### config.mk
export PLATFORM = sky130hd
export DESIGN_NAME = sample_com_bin_dec
export DESIGN_NICKNAME = d
export VERILOG_FILES = /design/src/rtl/sample_com_bin_dec.sv
export SDC_FILE = /design/constraint.sdc
export NUM_CORES = 1
export LEC_CHECK = 0
export CELL_PAD_IN_SITES_DETAIL_PLACEMENT = 1
export CELL_PAD_IN_SITES_GLOBAL_PLACEMENT = 1
export CORE_ASPECT_RATIO = 0.75
export CORE_MARGIN = 2
export CORE_UTILIZATION = 32
export DETAILED_ROUTE_END_ITERATION = 7
export HOLD_SLACK_MARGIN = 0.08
export PLACE_DENSITY = 0.71
export SLEW_MARGIN = 20
export SYNTH_ARGS = -nofsm -noshare
export SYNTH_HDL_FRONTEND = slang
export SYNTH_SLANG_ARGS = --single-unit
### constraint.sdc
create_clock -name clk -period 0.8 [get_ports clk]
set_input_delay 0.08 -clock clk [delete_from_list [all_inputs] [get_ports clk]]
set_output_delay 0.08 -clock clk [all_outputs]
set_load 0.05 [all_outputs]
### src/rtl/sample_com_bin_dec.sv
// Binary index to one-hot (ACT=1) or one-cold (ACT=0) decoder with a registered output.
// Each output bit is its own compare-and-flop cell. Nothing combinational reaches the ports.

module sample_com_bin_dec_bit #(
    parameter int IN  = 4,
    parameter int IDX = 0,
    parameter bit ACT = 1'b1
) (
    input  logic          clk,
    input  logic          reset,
    input  logic [IN-1:0] in,
    input  logic          en,
    output logic          q
);
    localparam logic [IN-1:0] SEL = IN'(IDX);

    logic dec;

    // The condition is left unmasked, so an X/Z index gives X here.
    assign dec = (in == SEL) ? ACT : ~ACT;

    always_ff @(posedge clk or posedge reset) begin
        if (reset)
            q <= ~ACT;
        else if (en)
            q <= dec;
    end
endmodule

module sample_com_bin_dec #(
    parameter int IN  = 4,
    parameter int OUT = 1 << IN,
    parameter bit ACT = 1'b1
) (
    input  logic           clk,
    input  logic           reset,
    input  logic [IN-1:0]  in,
    input  logic           en,
    output logic [OUT-1:0] out,
    output logic           out_valid
);
    for (genvar g = 0; g < OUT; g++) begin : g_bit
        sample_com_bin_dec_bit #(
            .IN  (IN),
            .IDX (g),
            .ACT (ACT)
        ) u_bit (
            .clk   (clk),
            .reset (reset),
            .in    (in),
            .en    (en),
            .q     (out[g])
        );
    end

    // The flag is sticky. It only falls on reset, because a capture always leaves one bit active.
    always_ff @(posedge clk or posedge reset) begin
        if (reset)
            out_valid <= 1'b0;
        else if (en)
            out_valid <= 1'b1;
    end
endmodule

* Yosys cells after proc, flatten, opt, wreduce, memory -nomap -nowiden *
Cells that the tools add are included.
Widths: inputs -> output; s select.

cells by class
  equal/unequal tests = 15
  multiplexer cells = 16
  reduce and logical (&&, ||, !) cells = 1

operators by type and width
  cell                number
  $eq 4x4->1 const B  8
  $eq 4x3->1 const B  4
  $mux 1              16
  $eq 4x2->1 const B  2
  $eq 4x1->1 const B  1
  $logic_not 4->1     1

storage, ports and cells
  register bits after elaboration = 17
  input port bits = 7

* Longest topological paths before layout *
  word-level depth = 2
  mapped depth = 3
  gate-level depth less buffers = 2

* Cells and area by module *
Synthesis repeated with hierarchy kept, for this count alone.

second synthesis, totals
  cells, all modules = 76
  area total of the unflattened synthesis = 857.1 µm²

modules (own cells, without submodules)
  module                                         instances  area each (µm²)  cells an instance
  sample_com_bin_dec_bit at g_bit[10].u_bit ...  6          48.8             5
  sample_com_bin_dec_bit at g_bit[11].u_bit ...  4          53.8             4
  sample_com_bin_dec_bit at g_bit[1].u_bit ...   2          55.1             5
  sample_com_bin_dec_bit at g_bit[4].u_bit ...   2          55.1             4
  sample_com_bin_dec_bit at g_bit[3].u_bit       1          47.5             5
  sample_com_bin_dec_bit at g_bit[0].u_bit       1          46.3             4
  sample_com_bin_dec                             1          35.0             3

* Worst setup path before layout *
OpenSTA, ideal clock, no wires.

  path kind = register -> register
  start = register, netlist name out_valid
  end = register out_valid
  stages on the path, launching flop included = 2
  library setup time = 127 ps
  path buffers = 0
  setup slack = -199 ps
  data arrival time = 872 ps
  cell sequence = dfrtp_1 > or2_2

RTL lines
  what                    RTL line  text
  end signal: assignment  59        out_valid <= 1'b0;
  end signal: assignment  61        out_valid <= 1'b1;
  end: declaration        40        output logic out_valid

* Final worst setup path *
  start = register g_bit[13].u_bit.q
  end = output port out[13]

RTL lines
  what                      RTL line  text
  start: declaration        13        output logic q
  start signal: assignment  24        q <= ~ACT;
  end: declaration          39        output logic [OUT-1:0] out,

No word-level cell between the ends.

==> results.toml <==
[sta]
tightestPinTransition_ns = 0.261
grt_setup_unrepaired = "yes"
report.final.hold_viol_count = 0
finalCritPeriodShare = 1.35
finalMaxSlewViolations = 0
fmax_mhz = 927
whs_ns = 0.0836
setup_ws_ns = -0.279
slew_headroom = 0.826
setup_viol = 32
final.min_clock_period_ns = 1.08
skew_ns = 0

[critical_path]
critPathKind = "register to primary output"
critPathArrivalTime_ns = 1.00
end_kind = "primary output"
required_ns = 0.72
path_max_fanout = 2
critPathLaunchType = "register"

[min_path]
hold_path_class = "primary input to asynchronous set/reset pin"

[global_route]
grt_max_degree = 18
first_global_vias = 708
grt-ovfl-total = 0
grt_pass1_wl_mm = 3.59
track_usage = 0.153
antenna_found_initial = 0

[die]
fp.dieW_um = 64.5
initial_core_util = 0.338
core-area_um2 = 2600
rows = 16
dieHeight_um = 49.4
boundaryPins = 24
dieArea_um2 = 3190

[power_and_ir_drop]
irDropWorstVdd_mv = 0.780
p_total_uw = 1960
leakage_uw = 0.000753
power_density_nw_per_um2 = 1230

[place]
place.gp.congestion = 0.753
post-place-ws_ns = -0.426
portBuffers = 23
dp_hpwl_mm = 1.44
placed_cells = 140

[clock_network]
cts_tree = "built"
clock-sinks = 17
hold_buffers = 0
clock_latency_ns = 0.30
htree_num_levels = 1
root_buffer = "clkbuf_4"
cts_inserted_buffers = 3
clk_pin_slew_ns = 0.10
clk_path_buf_depth = 2

[synth]
syn_nets = 84
synth_warnings = 0
ys_types = 14
ys.flop_type = "dfrtp_1"
yosys-top-cells-area = "dfrtp_1, buf_4, nor2b_1"
synth-async-reset-ratio = 1.00
syn_inst = 77
avgSynthCellArea_um2 = 11.4
synth_commonest_cells = "buf_4, dfrtp_1, nor2b_1"
synth_edf_count = 0
synth_top_area_frac = 0.484
yosys.area.top_type = "dfrtp_1"
yosysMostFrequentCell = "buf_4"
syn-cell-area_um2 = 880
yosysSeqAreaShare = 0.484
synth-seq-cells = 17

[finish]
nNetsFinal = 119
final_core_util = 0.616
fillers = 263
finalNonFillerCells = 147
final_layout_size_suffix_gt1_frac = 0.613
antenna_cells = 0
syn_to_final_growth_pct = 82.2

[drt]
finalWirelength_mm = 2.34
viasPerCell = 4.68
drc_errors = 0
ant_nets = 0
first_pass_iters = 4
vias = 688
drtIter0Drc = 11
detail_route.wl_per_cell_um = 15.9

[status]
violations = "setup timing"
status = "finished, violations left"

[run]
drv_cap = 0
[per-layer routing]
| metal | track usage | vias to the layer above | part of all wire |
|---|---|---|---|
| met5 | 0 | - | 0 |
| met4 | 0.0532 | 0 | 0.012 |
| met3 | 0.0531 | 5 | 0.066 |
| met2 | 0.245 | 24 | 0.51 |
| met1 | 0.191 | 336 | 0.41 |
| li1 | - | 323 | - |
[cells by family after synthesis]
logic type             share of synthesized area
AOI/OAI and AO/OA                          0.158
DFF                                        0.484
muxes                                     0.0114
and+or+nand+nor                            0.172
buffers and inverters                      0.175
[stage by stage]
stage	setup TNS, ns	instance area, um2
after global placement	-5.90	1380
after global routing	-5.93	1600
after floorplan	-0.0668	883
final	-4.81	1600
after CTS	-4.77	1550
after detailed placement	-6.46	1380
[repair_timing]
| action | in CTS | in global routing |
|---|---|---|
| gates resized for setup | 33 | 12 |
| pin swaps | 0 | 0 |
| buffers inserted | 1 | 1 |
| cloned | 1 | 0 |
| setup endpoints to repair | 33 | 32 |
[area by class of cell]
type,count,area [um2],area share
multi-input cells,39,398,0.248
clock buffers,4,26.3,0.0164
repair buffers,49,699,0.436
flip-flops and latches,17,427,0.266
well taps,36,45.0,0.0281
inverters,2,7.51,0.00468
[placed cells by master (no fill, tap or decap), drive strengths merged, types with 2 or more instances in the layout]
cell type,instances
a31o,9
a41o,6
and2b,2
buf,42
clkbuf,4
dfrtp,17
dlygate4sd2,5
inv,2
nor2,2
nor2b,17
[power breakdown]
group	internal, uW	switching (uW)
clock	195	289
sequential	887	23.7
combinational	301	268
[registers in the layout, summed over array words and instances (netlist names)]
signal         count
g_bit.u_bit.q     16
out_valid          1
[critical path, stage by stage (launching register included)]
cell and delay, ns:
dfrtp_1 0.43, buf_6 0.13, buf_12 0.13
[path summary, 6_finish.rpt]
| kind | cells past startpoint | slack [ns] | endpoint | start |
|---|---|---|---|---|
| max | 2 | -0.28 | out[13] | g_bit[13].u_bit.q$_DFFE_PP0P_ |
| min | 3 | 0.08 | g_bit[5].u_bit.q$_DFFE_PP0P_ | reset |
| max reg2reg | 3 | -0.14 | g_bit[3].u_bit.q$_DFFE_PP0P_ | g_bit[3].u_bit.q$_DFFE_PP0P_ |
| min reg2reg | 1 | 0.56 | out_valid$_DFFE_PP0P_ | out_valid$_DFFE_PP0P_ |
| max in group asynchronous | 3 | 0.58 | out_valid$_DFFE_PP0P_ | reset |
| min in group clk | 2 | 0.29 | g_bit[12].u_bit.q$_DFFE_PP0P_ | in[3] |
No activity file was read; power rests on OpenSTA's default activity.
